[config.mk]
export PLATFORM = sky130hd
export DESIGN_NAME = ahfp_fixed_2_float_pipe
export DESIGN_NICKNAME = d
export VERILOG_FILES = /design/src/rtl/ahfp_fixed_2_float_pipe.sv
export SDC_FILE = /design/constraint.sdc
export NUM_CORES = 1
export LEC_CHECK = 0
export ABC_AREA = 1
export CAP_MARGIN = 15
export CORE_MARGIN = 3
export CORE_UTILIZATION = 44
export DETAILED_ROUTE_END_ITERATION = 8
export PLACE_DENSITY = 0.65
export SLEW_MARGIN = 20
export SYNTH_ARGS = -nofsm -noshare
export SYNTH_HDL_FRONTEND = slang
export SYNTH_SLANG_ARGS = --single-unit
[constraint.sdc]
create_clock -name clk -period 3.6 [get_ports clk]
set_clock_uncertainty 0.15 [all_clocks]
set_input_delay 0.9 -clock clk [delete_from_list [all_inputs] [get_ports clk]]
set_output_delay 0.9 -clock clk [all_outputs]
set_load 0.1 [all_outputs]
[src/rtl/ahfp_fixed_2_float_pipe.sv]
// Purpose : signed fixed-point to {sign, exp, man} float converter, three pipeline stages.
// Latency : 3 enabled cycles from input transfer to out_valid; 1 result/cycle sustained.
// Backpr. : all stages advance together on en = !out_valid | out_ready; in_ready = en.
//
// Ports   : clk, rst (sync, active-high), in_valid/in_ready/in (IN_WIDTH two's complement),
//           out_valid/out_ready/out ({sign, exp[EXP_WIDTH], man[MAN_WIDTH]}).
// Option  : define AHFP_F2F_ROUND_EN for round-to-nearest-even; otherwise magnitude truncation.
module ahfp_fixed_2_float_pipe #(
    parameter int IN_WIDTH  = 32,
    parameter int FRAC_BITS = 16,
    parameter int EXP_WIDTH = 8,
    parameter int MAN_WIDTH = 23
) (
    input  logic                           clk,
    input  logic                           rst,
    input  logic                           in_valid,
    output logic                           in_ready,
    input  logic [IN_WIDTH-1:0]            in,
    output logic                           out_valid,
    input  logic                           out_ready,
    output logic [EXP_WIDTH+MAN_WIDTH:0]   out
);

    localparam int BIAS  = 2 ** (EXP_WIDTH - 1) - 1;
    localparam int PW    = $clog2(IN_WIDTH);
    localparam int EMW   = EXP_WIDTH + MAN_WIDTH;
    localparam int OUT_W = EMW + 1;

    // The exponent range must cover every possible leading-one position so that
    // no denormal, infinity or overflow encoding is ever needed.
    generate
        if ((BIAS - FRAC_BITS < 1) || (BIAS + IN_WIDTH - FRAC_BITS > 2 ** EXP_WIDTH - 2)
            || (IN_WIDTH < 2)) begin : g_bad_params
            $error("ahfp_fixed_2_float_pipe: exponent range cannot represent the input range");
        end
    endgenerate

    logic en;

    // stage 1: sign / magnitude / zero
    logic                s1_vld_q,  s1_vld_d;
    logic                s1_sign_q, s1_sign_d;
    logic                s1_zero_q, s1_zero_d;
    logic [IN_WIDTH-1:0] s1_mag_q,  s1_mag_d;

    // stage 2: leading-one position
    logic                s2_vld_q,  s2_vld_d;
    logic                s2_sign_q, s2_sign_d;
    logic                s2_zero_q, s2_zero_d;
    logic [IN_WIDTH-1:0] s2_mag_q,  s2_mag_d;
    logic [PW-1:0]       s2_p_q,    s2_p_d;
    logic [PW-1:0]       lod_p;

    // stage 3: packed result
    logic                out_vld_q, out_vld_d;
    logic [OUT_W-1:0]    out_dat_q, out_dat_d;
    logic [EXP_WIDTH-1:0] exp_t;
    logic [MAN_WIDTH-1:0] man_t;
    logic [EMW-1:0]       em_t;

`ifdef AHFP_F2F_ROUND_EN
    localparam int WW = IN_WIDTH + MAN_WIDTH;
    logic [WW-1:0] lost_sh;
    logic          guard, sticky, rnd_inc;
`endif

    assign en        = !out_vld_q || out_ready;
    assign in_ready  = en;
    assign out_valid = out_vld_q;
    assign out       = out_dat_q;

    always_comb begin
        s1_vld_d  = s1_vld_q;
        s1_sign_d = s1_sign_q;
        s1_zero_d = s1_zero_q;
        s1_mag_d  = s1_mag_q;
        if (en) begin
            s1_vld_d  = in_valid;
            s1_sign_d = in[IN_WIDTH-1];
            s1_zero_d = (in == '0);
            // Two's-complement negate; the most-negative input maps onto 2^(IN_WIDTH-1)
            // which is still representable as an unsigned IN_WIDTH-bit magnitude.
            s1_mag_d  = in[IN_WIDTH-1] ? ((~in) + IN_WIDTH'(1)) : in;
        end
    end

    always_comb begin
        lod_p = '0;
        for (int i = 0; i < IN_WIDTH; i++) begin
            if (s1_mag_q[i]) lod_p = PW'(i);
        end
    end

    always_comb begin
        s2_vld_d  = s2_vld_q;
        s2_sign_d = s2_sign_q;
        s2_zero_d = s2_zero_q;
        s2_mag_d  = s2_mag_q;
        s2_p_d    = s2_p_q;
        if (en) begin
            s2_vld_d  = s1_vld_q;
            s2_sign_d = s1_sign_q;
            s2_zero_d = s1_zero_q;
            s2_mag_d  = s1_mag_q;
            s2_p_d    = lod_p;
        end
    end

    always_comb begin
        exp_t = EXP_WIDTH'(BIAS - FRAC_BITS) + EXP_WIDTH'(s2_p_q);
        // Append MAN_WIDTH zeros then shift right by p: the MAN_WIDTH bits below the
        // leading one land left-aligned in the low field, zero-filled when p <= MAN_WIDTH.
        man_t = MAN_WIDTH'({s2_mag_q, {MAN_WIDTH{1'b0}}} >> s2_p_q);
        em_t  = {exp_t, man_t};
`ifdef AHFP_F2F_ROUND_EN
        // Move the bits that fell off the bottom up to the top: the first dropped bit
        // becomes the MSB (guard), the rest form sticky.
        lost_sh = {s2_mag_q, {MAN_WIDTH{1'b0}}} << (WW - int'(s2_p_q));
        guard   = lost_sh[WW-1];
        sticky  = |lost_sh[WW-2:0];
        rnd_inc = guard && (sticky || man_t[0]);
        // A carry out of the mantissa ripples into the exponent field directly.
        em_t    = em_t + {{(EMW-1){1'b0}}, rnd_inc};
`endif
    end

    always_comb begin
        out_vld_d = out_vld_q;
        out_dat_d = out_dat_q;
        if (en) begin
            out_vld_d = s2_vld_q;
            out_dat_d = s2_zero_q ? '0 : {s2_sign_q, em_t};
        end
    end

    always_ff @(posedge clk) begin
        if (rst) begin
            s1_vld_q  <= 1'b0;
            s1_sign_q <= 1'b0;
            s1_zero_q <= 1'b0;
            s1_mag_q  <= '0;
            s2_vld_q  <= 1'b0;
            s2_sign_q <= 1'b0;
            s2_zero_q <= 1'b0;
            s2_mag_q  <= '0;
            s2_p_q    <= '0;
            out_vld_q <= 1'b0;
            out_dat_q <= '0;
        end else begin
            s1_vld_q  <= s1_vld_d;
            s1_sign_q <= s1_sign_d;
            s1_zero_q <= s1_zero_d;
            s1_mag_q  <= s1_mag_d;
            s2_vld_q  <= s2_vld_d;
            s2_sign_q <= s2_sign_d;
            s2_zero_q <= s2_zero_d;
            s2_mag_q  <= s2_mag_d;
            s2_p_q    <= s2_p_d;
            out_vld_q <= out_vld_d;
            out_dat_q <= out_dat_d;
        end
    end

endmodule

==> results of run 1 <==
==> final timing paths <==
| kind | from | end | cells past startpoint |
|---|---|---|---|
| worst max register to register | s2_p_q[0] | out[22] | 10 |
| worst max-delay path | in[0] | s1_mag_q[30] | 16 |
| worst min register to register | s2_vld_q | s2_vld_q | 2 |
| worst min-delay path | s2_vld_q | s2_vld_q | 2 |
==> layout by cell type, fill, tap and decap left out, types with 2 or more instances in the layout <==
cell type,n
sky130_fd_sc_hd__a21oi_1,83
sky130_fd_sc_hd__a221oi_1,3
sky130_fd_sc_hd__a31oi_1,2
sky130_fd_sc_hd__buf_12,2
sky130_fd_sc_hd__buf_4,48
sky130_fd_sc_hd__clkbuf_16,9
sky130_fd_sc_hd__clkdlybuf4s50_1,35
sky130_fd_sc_hd__clkinv_2,2
sky130_fd_sc_hd__clkinvlp_4,2
sky130_fd_sc_hd__dfxtp_1,107
sky130_fd_sc_hd__ha_1,2
sky130_fd_sc_hd__inv_1,103
sky130_fd_sc_hd__inv_2,3
sky130_fd_sc_hd__mux2i_1,4
sky130_fd_sc_hd__nand2_1,298
sky130_fd_sc_hd__nand2_2,3
sky130_fd_sc_hd__nand3_1,29
sky130_fd_sc_hd__nand4_1,3
sky130_fd_sc_hd__nor2_1,73
sky130_fd_sc_hd__nor2_2,2
sky130_fd_sc_hd__nor3_1,10
sky130_fd_sc_hd__nor3_2,3
sky130_fd_sc_hd__nor3_4,2
sky130_fd_sc_hd__nor4_1,4
sky130_fd_sc_hd__nor4_2,2
sky130_fd_sc_hd__o211ai_1,11
sky130_fd_sc_hd__o21ai_0,112
sky130_fd_sc_hd__o221ai_1,27
sky130_fd_sc_hd__or2_2,3
sky130_fd_sc_hd__xnor2_1,4
sky130_fd_sc_hd__xor2_1,6
==> report_power, final <==
group          total [mW]  switching (mW)  internal, mW
clock network        1.01           0.461         0.545
registers            1.35          0.0677          1.29
logic                1.06           0.755         0.302
total                3.42            1.28          2.13
==> per-layer routing <==
metal	GRT usage, %	wire length [um]
met3	2.86	466
met2	33.2	6640
met1	27.7	7620
met5	0	0
met4	7.47	325
==> stage by stage <==
stage | hold slack [ps] | cells | util [%] | setup TNS, ps | worst slack (ps)
after global placement | 294 | 1169 | 51.1 | -71.5 | -45.1
after floorplan | 280 | 967 | - | 0 | 201
after detailed placement | 302 | 1169 | 51.1 | -185 | -82.0
after CTS | 310 | 1185 | 53.3 | 0 | 300
final | 310 | 1185 | 53.3 | 0 | 320
after global routing | 336 | 1185 | 53.3 | 0 | 73.8
==> flip-flops by register name, summed over array words and instances, names as in the netlist <==
register and count:
s2_mag_q 31, s2_p_q 5, out 32, s1_vld_q 1, s1_mag_q 32, s1_sign_q 1, out_valid 1, s1_zero_q 1
s2_zero_q 1, s2_vld_q 1, s2_sign_q 1
==> layout make-up <==
type	count	area [um^2]	share of cell area, %
Timing Repair Buffer	85	751	10.5
Multi-Input combinational cell	694	3330	46.6
Clock buffer	9	225	3.15
Inverter	107	402	5.62
Clock inverter	7	75.1	1.05
Tap cell	176	220	3.08
Sequential cell	107	2140	30.0
==> worst register-to-register path, cell delays in order (launching register included) <==
cell and delay (ps):
sky130_fd_sc_hd__dfxtp_1 310, sky130_fd_sc_hd__buf_4 320, sky130_fd_sc_hd__inv_1 270, sky130_fd_sc_hd__nand2_1 140, sky130_fd_sc_hd__nand2_1 50, sky130_fd_sc_hd__o21ai_0 190, sky130_fd_sc_hd__o21ai_0 160, sky130_fd_sc_hd__o21ai_0 460
sky130_fd_sc_hd__nor2_1 70, sky130_fd_sc_hd__o21ai_0 160, sky130_fd_sc_hd__a21oi_1 80
==> cells by family (layout without fill, tap and decap cells) <==
| group | Yosys count | after routing | share of synthesized area, % |
|---|---|---|---|
| DFF | 107 | 107 | 35.2 |
| muxes | 4 | 4 | 0.658 |
| AOI/OAI and AO/OA | 244 | 244 | 22.7 |
| xor gates and xnor gates | 10 | 10 | 1.44 |
| buffers and inverters | 166 | 208 | 10.3 |
| and+or+nand+nor | 434 | 434 | 29.3 |
| adders and majority gates | 2 | 2 | 0.411 |
==> results.json, run 1 <==
{
  "r2r_slack_ps": 1110,
  "worstPathBufferInverterCount": 5,
  "route.final.wire_length_mm": 15.1,
  "die_x_um": 124,
  "final.period_utilization_pct": 91.1,
  "floorplan.io_pins": 70,
  "initial_core_util_pct": 45.4,
  "holdBufCountCts": 0,
  "dpl-instance-area_mm2": 0.00684,
  "yosys_warnings": 0,
  "total_count_of_hold_check_failures_in_the_final_report": 0,
  "p_total_mw": 3.42,
  "crit_path_cell_trace": "clkdlybuf4s50_1 > inv_1 > ha_1 > inv_1 > nor3_1 > inv_1 > nor3_1 > nand2_1 > or3_4 > nor4_2 > nand4_1 > nor2_2 > a21oi_1 > xor2_1 > o211ai_2 > inv_1",
  "critPathSlowestCell": "sky130_fd_sc_hd__clkdlybuf4s50_1",
  "synth-edff-count": 0,
  "path_common_cell": "sky130_fd_sc_hd__inv_1",
  "fraction_of_final_layout_cells_with_drive_strength_greater_than_1_pct": 8.62,
  "hold_path_class": "flop to flop",
  "dp.final_hpwl_mm": 10.8,
  "grt.total_usage_pct": 20.5,
  "synth-seq-area-share_pct": 35.2,
  "num-nets-final": 1042,
  "leading_cell_types_by_total_area_after_synthesis": "sky130_fd_sc_hd__dfxtp_1 (35%), sky130_fd_sc_hd__nand2_1 (18%), sky130_fd_sc_hd__o21ai_0 (9.2%)",
  "power_per_cell_area_mw_per_mm2": 478,
  "cts_root_buf": "sky130_fd_sc_hd__clkbuf_16",
  "cts.path.max_buffers": 2,
  "cts_repair_resize_count": 0,
  "path_class": "input port to flop",
  "clock_input_transition_at_the_sequential_cells_of_the_worst_setup_and_hold_paths_ps": 70,
  "worstPathRequired_ps": 3700,
  "arrival_ps": 3380,
  "yosys.area.top_type": "sky130_fd_sc_hd__dfxtp_1",
  "std_cell_rows": 42,
  "critical_path.top_delay_family": "simple AND/OR/NAND/NOR gates",
  "total_leakage_power_nw": 3.29,
  "tightestPinTransition_ps": 941,
  "post_synth.cell_area_avg_um2": 6.29,
  "ys_seq_elements": 107,
  "cts_htree_levels": 3,
  "ir_drop_mv": 0.260,
  "number_of_design_rule_violations_left_by_the_first_detailed_router_iteration": 333,
  "route.detailed.wl_per_inst_um": 12.7,
  "via_count": 5947,
  "io_buffers": 69,
  "finalInstanceArea_mm2": 0.00714,
  "clock_insertion_delay_worst_skew_ps": 350,
  "fillCellCount": 1430,
  "antenna_found_initial": 0,
  "grt_start_max_net_pins": 103,
  "first_global_vias": 5407,
  "max_freq_mhz": 305,
  "synth_most_common_cell": "sky130_fd_sc_hd__nand2_1",
  "setup_viol_count_final": 0,
  "netlist.area_leader.share_pct": 35.2,
  "antennaDiodeCount": 0,
  "critical_path_start_type": "input port",
  "cts_num_sinks": 107,
  "slew_violations": 0,
  "max_stage_delay_ps": 410,
  "slew-limit-headroom_pct": 37.2,
  "gp_routability_congestion": 0.871,
  "cts_tree": "done",
  "endpoint_kind_of_the_worst_setup_timing_path": "flop",
  "die-height_um": 124,
  "grt_setup_unrepaired": "no",
  "drc": 0,
  "synthTopCellsByCount": "sky130_fd_sc_hd__nand2_1 (298), sky130_fd_sc_hd__o21ai_0 (112), sky130_fd_sc_hd__dfxtp_1 (107), sky130_fd_sc_hd__inv_1 (104), sky130_fd_sc_hd__a21oi_1 (83)",
  "antenna_nets_post_route": 0,
  "timing.final.crit_period_ps": 3280,
  "overall_die_area_mm2": 0.0153,
  "synth-async-reset-ratio_pct": 0,
  "syn_to_final_growth_pct": 17.3,
  "syn_nets": 1005,
  "postSynthCellCount": 967,
  "grt_remaining_overflow": 0,
  "grt_pass1_wl_mm": 25.2,
  "synth-main-ff-cell": "sky130_fd_sc_hd__dfxtp_1",
  "cts_post_setup_buffers_inserted": 0,
  "outcome": "completed",
  "worst_path_max_fanout": 3,
  "cap_violations": 0,
  "vias_per_cell": 5.02,
  "fp.coreArea_mm2": 0.0134,
  "cts_buffers": 9,
  "synth_cell_types": 36,
  "drt-pass1-iter-count": 5,
  "syn_area_mm2": 0.00609
}
Note: power is estimated with default switching activity, not from simulation.
==> run 2: changes to the inputs <==
--- a/config.mk
+++ b/config.mk
@@ -7,6 +7,7 @@
 export LEC_CHECK = 0
 export ABC_AREA = 1
 export CAP_MARGIN = 15
+export CORE_ASPECT_RATIO = 1.25
 export CORE_MARGIN = 3
 export CORE_UTILIZATION = 44
 export DETAILED_ROUTE_END_ITERATION = 8
==> run 2 against run 1 <==
Register-to-register slack improved by 60 ps. Clock power barely moved. Flip-flop and latch count did not move. Wire length is 0.21% lower. Setup slack gained 16 ps. Core utilization grew 0.13 points. Critical path depth is the same. Sequential power is essentially flat. Die area barely moved. Via count rose by 1.1%. Power rose by 0.89%. Non-clock buffer count increased by 3. Critical path type unchanged.
==> results.json, run 2 (synthesized netlist as in run 1, its figures left out) <==
{
  "cts_htree_levels": 3,
  "route.final.wire_length_mm": 15.0,
  "timing.critical_path.from": "in[0]",
  "final.hold.worst_slack_ps": 309,
  "p_total_mw": 3.45,
  "holdBufCountCts": 0,
  "power_per_cell_area_mw_per_mm2": 481,
  "io_buffers": 69,
  "antenna_found_initial": 0,
  "final_core_util_pct": 53.4,
  "dp.final_hpwl_mm": 10.9,
  "num-nets-final": 1045,
  "grt.total_usage_pct": 20.2,
  "most_common_cell_after_layout_fill_and_taps_aside": "sky130_fd_sc_hd__nand2_1",
  "net-switching-power_mw": 1.29,
  "overall_die_area_mm2": 0.0153,
  "number_of_design_rule_violations_left_by_the_first_detailed_router_iteration": 372,
  "internal_power_mw": 2.15,
  "initial_core_util_pct": 45.4,
  "grt_remaining_overflow": 0,
  "tns_ps": 0,
  "grt_start_max_net_pins": 103,
  "arrival_ps": 3380,
  "timing.final.crit_period_ps": 3260,
  "clock_insertion_delay_worst_skew_ps": 360,
  "drc": 0,
  "grt_pass1_wl_mm": 25.6,
  "drt-pass1-iter-count": 5,
  "fin_cells": 1183,
  "tightestPinTransition_ps": 915,
  "seq_power_share_pct": 39.2,
  "part_of_the_power_in_the_clock_network_pct": 30.0,
  "cts_root_buf": "sky130_fd_sc_hd__clkbuf_16",
  "cts.path.max_buffers": 2,
  "cts_tree": "done",
  "fillCellCount": 1427,
  "holdCritStartpoint": "s2_vld_q",
  "die_x_um": 111,
  "antennaDiodeCount": 0,
  "ir_drop_mv": 0.278,
  "power.share.combinational_pct": 30.9,
  "slew_violations": 0,
  "worstPathRequired_ps": 3710,
  "first_global_vias": 5312,
  "path_class": "input port to flop",
  "slew-limit-headroom_pct": 39.0,
  "worst_path_max_fanout": 3,
  "total_count_of_hold_check_failures_in_the_final_report": 0,
  "power.share.switching_pct": 37.5,
  "route.detailed.wl_per_inst_um": 12.7,
  "final.period_utilization_pct": 90.7,
  "layout.cells.most_common_list": "sky130_fd_sc_hd__nand2_1 (298), sky130_fd_sc_hd__o21ai_0 (112), sky130_fd_sc_hd__dfxtp_1 (107), sky130_fd_sc_hd__inv_1 (103), sky130_fd_sc_hd__a21oi_1 (83)",
  "cap_violations": 0,
  "setup_viol_count_final": 0,
  "total_leakage_power_nw": 3.31,
  "post-place-cells": 1167,
  "clock_input_transition_at_the_sequential_cells_of_the_worst_setup_and_hold_paths_ps": 70,
  "grt_setup_unrepaired": "no",
  "max_freq_mhz": 306,
  "critical_path_start_type": "input port",
  "std_cell_rows": 47,
  "fraction_of_final_layout_cells_with_drive_strength_greater_than_1_pct": 8.89,
  "cts_num_sinks": 107,
  "antenna_nets_post_route": 0,
  "syn_to_final_growth_pct": 17.7,
  "outcome": "completed",
  "reg_to_reg_start": "s2_p_q[1]",
  "gp_routability_congestion": 0.873,
  "vias_per_cell": 5.08,
  "fp.coreArea_mm2": 0.0134,
  "die-height_um": 138,
  "floorplan.io_pins": 70,
  "hold_path_class": "flop to flop",
  "via_count": 6013,
  "endpoint_kind_of_the_worst_setup_timing_path": "flop",
  "cts_buffers": 9
}
run 2: timing repair:
item	4_1_cts	5_1_grt
gates resized for setup	0	1
setup buffers	0	0
endpoints found under the setup margin	0	1
run 2: worst paths after layout:
path | depth (start not counted) | slack (ps) | endpoint
worst max-delay path | 16 | 340 | s1_mag_q[30]
worst min-delay path | 2 | 310 | s2_vld_q
worst max register to register | 10 | 1170 | out[22]
worst min register to register | 2 | 310 | s2_vld_q
run 2: area by class of cell:
| type | count | area, um^2 | area share, % |
|---|---|---|---|
| clock buffers | 10 | 239 | 3.34 |
| clock inverters | 6 | 70.1 | 0.978 |
| inverters | 107 | 402 | 5.61 |
| multi-input cells | 694 | 3340 | 46.6 |
| flip-flops and latches | 107 | 2140 | 29.9 |
| well taps | 171 | 214 | 2.99 |
| repair buffers | 88 | 761 | 10.6 |
run 2: routing by layer:
metal	routed length, um	GRT usage, %
met1	7240	26.4
met2	6830	33.3
met3	550	3.65
met5	0	0
met4	396	7.84
run 2: through the flow:
stage          worst slack, ps  instance area, um^2
2_1_floorplan              201                 6090
3_3_place_gp             -70.1                 6850
3_5_place_dp              -103                 6850
4_1_cts                    280                 7150
5_1_grt                   9.52                 7160
6_report                   336                 7160
run 2: power by group through the flow:
stage | Clock [mW] | Combinational [mW] | Sequential [mW]
after detailed placement | 0 | 1.06 | 1.38
final | 1.03 | 1.06 | 1.35
after global placement | 0 | 1.06 | 1.38
after CTS | 1.06 | 1.07 | 1.35
after floorplan | 0 | 0.523 | 1.64
after global routing | 1.10 | 1.19 | 1.37
run 2: critical path: stages:
cell and delay, ps:
sky130_fd_sc_hd__clkdlybuf4s50_1 410, sky130_fd_sc_hd__inv_1 80, sky130_fd_sc_hd__ha_1 150, sky130_fd_sc_hd__inv_1 50, sky130_fd_sc_hd__nor3_1 120, sky130_fd_sc_hd__inv_1 70
sky130_fd_sc_hd__nor3_1 160, sky130_fd_sc_hd__nand2_1 100, sky130_fd_sc_hd__or3_4 360, sky130_fd_sc_hd__nor4_4 170, sky130_fd_sc_hd__nand4_1 210, sky130_fd_sc_hd__nor2_2 150
sky130_fd_sc_hd__a21oi_1 90, sky130_fd_sc_hd__xor2_1 170, sky130_fd_sc_hd__o211ai_2 140, sky130_fd_sc_hd__inv_1 50
==> run 3: changes to the inputs <==
--- a/config.mk
+++ b/config.mk
@@ -7,11 +7,13 @@
 export LEC_CHECK = 0
 export ABC_AREA = 1
 export CAP_MARGIN = 15
+export CELL_PAD_IN_SITES_DETAIL_PLACEMENT = 2
+export CELL_PAD_IN_SITES_GLOBAL_PLACEMENT = 2
 export CORE_ASPECT_RATIO = 1.25
 export CORE_MARGIN = 3
-export CORE_UTILIZATION = 44
+export CORE_UTILIZATION = 30
 export DETAILED_ROUTE_END_ITERATION = 8
-export PLACE_DENSITY = 0.65
+export PLACE_DENSITY = 0.75
 export SLEW_MARGIN = 20
 export SYNTH_ARGS = -nofsm -noshare
 export SYNTH_HDL_FRONTEND = slang
==> run 3 against run 2 <==
Non-clock buffer count grew 6. Sequential share of layout area is 0.77 points lower. Sequential power is essentially flat. Critical path depth is the same. Maximum frequency is 3.3% lower. Via count up 6.5%. Setup slack worse by 110 ps. Flip-flop and latch count is the same. Wire length rose by 35%. Power is 0.67% higher. Combinational power up 6%. Die area grew 44%.
==> results.json, run 3 (synthesized netlist as in run 1, its figures left out) <==
{
  "outcome": "completed",
  "cts_buffers": 9,
  "ir_drop_mv": 0.214,
  "clock_insertion_delay_worst_skew_ps": 370,
  "dpl-instance-area_mm2": 0.00705,
  "overall_die_area_mm2": 0.0220,
  "via_count": 6402,
  "fraction_of_final_layout_cells_with_drive_strength_greater_than_1_pct": 9.72,
  "most_common_cell_after_layout_fill_and_taps_aside": "sky130_fd_sc_hd__nand2_1",
  "io_buffers": 69,
  "clock_input_transition_at_the_sequential_cells_of_the_worst_setup_and_hold_paths_ps": 80,
  "drt-pass1-iter-count": 4,
  "floorplan.io_pins": 70,
  "tightestPinTransition_ps": 589,
  "holdCritStartpoint": "s2_vld_q",
  "die-height_um": 165,
  "max_freq_mhz": 296,
  "grt.total_usage_pct": 18.8,
  "setup_viol_count_final": 0,
  "die_x_um": 133,
  "cts_post_setup_buffers_inserted": 0,
  "grt_remaining_overflow": 0,
  "cts_num_sinks": 107,
  "route.final.wire_length_mm": 20.2,
  "slew-limit-headroom_pct": 60.3,
  "cts_tree": "done",
  "drc": 0,
  "min_path_cells": 2,
  "final.hold.worst_slack_ps": 308,
  "worst_path_max_fanout": 3,
  "antenna_nets_post_route": 0,
  "final_core_util_pct": 37.4,
  "cts.path.max_buffers": 2,
  "worstPathRequired_ps": 3720,
  "critical_path_start_type": "input port",
  "grt_pass1_wl_mm": 33.7,
  "max_stage_delay_ps": 440,
  "path_class": "input port to flop",
  "fp.coreArea_mm2": 0.0197,
  "cap_violations": 0,
  "arrival_ps": 3490,
  "power_per_cell_area_mw_per_mm2": 472,
  "holdBufCountCts": 0,
  "num-nets-final": 1051,
  "initial_core_util_pct": 30.9,
  "endpoint_kind_of_the_worst_setup_timing_path": "flop",
  "grt_setup_unrepaired": "yes",
  "slew_violations": 0,
  "final.period_utilization_pct": 93.7,
  "antenna_found_initial": 0,
  "total_leakage_power_nw": 3.35,
  "register_area_mm2": 0.00214,
  "antennaDiodeCount": 0,
  "r2r_slack_ps": 1170,
  "vias_per_cell": 4.99,
  "timing.final.crit_period_ps": 3370,
  "multi_input_area_mm2": 0.00335,
  "total_count_of_hold_check_failures_in_the_final_report": 0,
  "dp.final_hpwl_mm": 15.1,
  "cts_root_buf": "sky130_fd_sc_hd__clkbuf_16",
  "cts_htree_levels": 3,
  "reg_to_reg_start": "s2_p_q[0]",
  "hold_end": "s2_vld_q",
  "worst_r2r_path_depth": 9,
  "critPathSlowestCell": "sky130_fd_sc_hd__clkdlybuf4s50_1",
  "route.detailed.wl_per_inst_um": 15.8,
  "crit_path_cell_trace": "clkdlybuf4s50_1 > inv_1 > ha_1 > inv_1 > nor3_2 > inv_1 > nor3_2 > nand2_1 > or3_4 > nor4_4 > nand4_1 > nor2_2 > a21oi_1 > xor2_1 > o211ai_2 > inv_1",
  "syn_to_final_growth_pct": 20.8,
  "tns_ps": 0,
  "timing.critical_path.from": "in[0]",
  "number_of_design_rule_violations_left_by_the_first_detailed_router_iteration": 183,
  "std_cell_rows": 57,
  "r2r_end": "out[22]",
  "gp_routability_congestion": 0.880,
  "first_global_vias": 6702,
  "fillCellCount": 2478,
  "grt_start_max_net_pins": 103,
  "hold_path_class": "flop to flop",
  "path_common_cell": "sky130_fd_sc_hd__inv_1",
  "layout.cells.most_common_list": "sky130_fd_sc_hd__nand2_1 (297), sky130_fd_sc_hd__o21ai_0 (112), sky130_fd_sc_hd__dfxtp_1 (107), sky130_fd_sc_hd__inv_1 (103), sky130_fd_sc_hd__a21oi_1 (83)",
  "cts_repair_resize_count": 0,
  "finalInstanceArea_mm2": 0.00735
}
-- run 3: worst max-delay path by stage --
stage,endpoint,slack (ps)
2_1_floorplan,in_ready,200
3_3_place_gp,s1_mag_q[30],-210
3_5_place_dp,s1_mag_q[30],-330
4_1_cts,s1_mag_q[30],60
5_1_grt,s1_mag_q[30],-10
6_report,s1_mag_q[30],230
-- run 3: report_power, final --
part	switching [mW]	internal (mW)
logic	0.804	0.312
clock network	0.500	0.496
registers	0.0715	1.29
-- run 3: critical path, delay by kind of cell --
family | cells | cell delay (ps)
adder cells (fa/ha/maj) | 1 | 160
XOR/XNOR | 1 | 170
buffers and inverters | 5 | 730
AND/OR/NAND/NOR | 7 | 1300
AO/OA/AOI/OAI | 2 | 230
-- run 3: cell type report --
type,count,area share (%)
well taps,265,4.51
inverters,107,5.46
clock inverters,6,0.647
clock buffers,10,3.25
repair buffers,94,11.5
flip-flops and latches,107,29.1
multi-input cells,694,45.5
-- run 3: stage by stage --
stage | worst slack (ps) | cells | total power [mW]
2_1_floorplan | 201 | 967 | 2.17
3_3_place_gp | -208 | 1267 | 2.48
3_5_place_dp | -331 | 1267 | 2.51
4_1_cts | 57.4 | 1283 | 3.52
5_1_grt | -13.9 | 1283 | 3.68
6_report | 225 | 1283 | 3.47
-- run 3: routing by layer --
| metal | vias to the layer above | global-route usage (%) | part of all wire (%) |
|---|---|---|---|
| met4 | 0 | 7.16 | 2.6 |
| met2 | 75 | 34.5 | 50 |
| met1 | 3053 | 22.6 | 45 |
| met3 | 22 | 1.85 | 2.1 |
| li1 | 3252 | - | - |
| met5 | - | 0 | 0 |
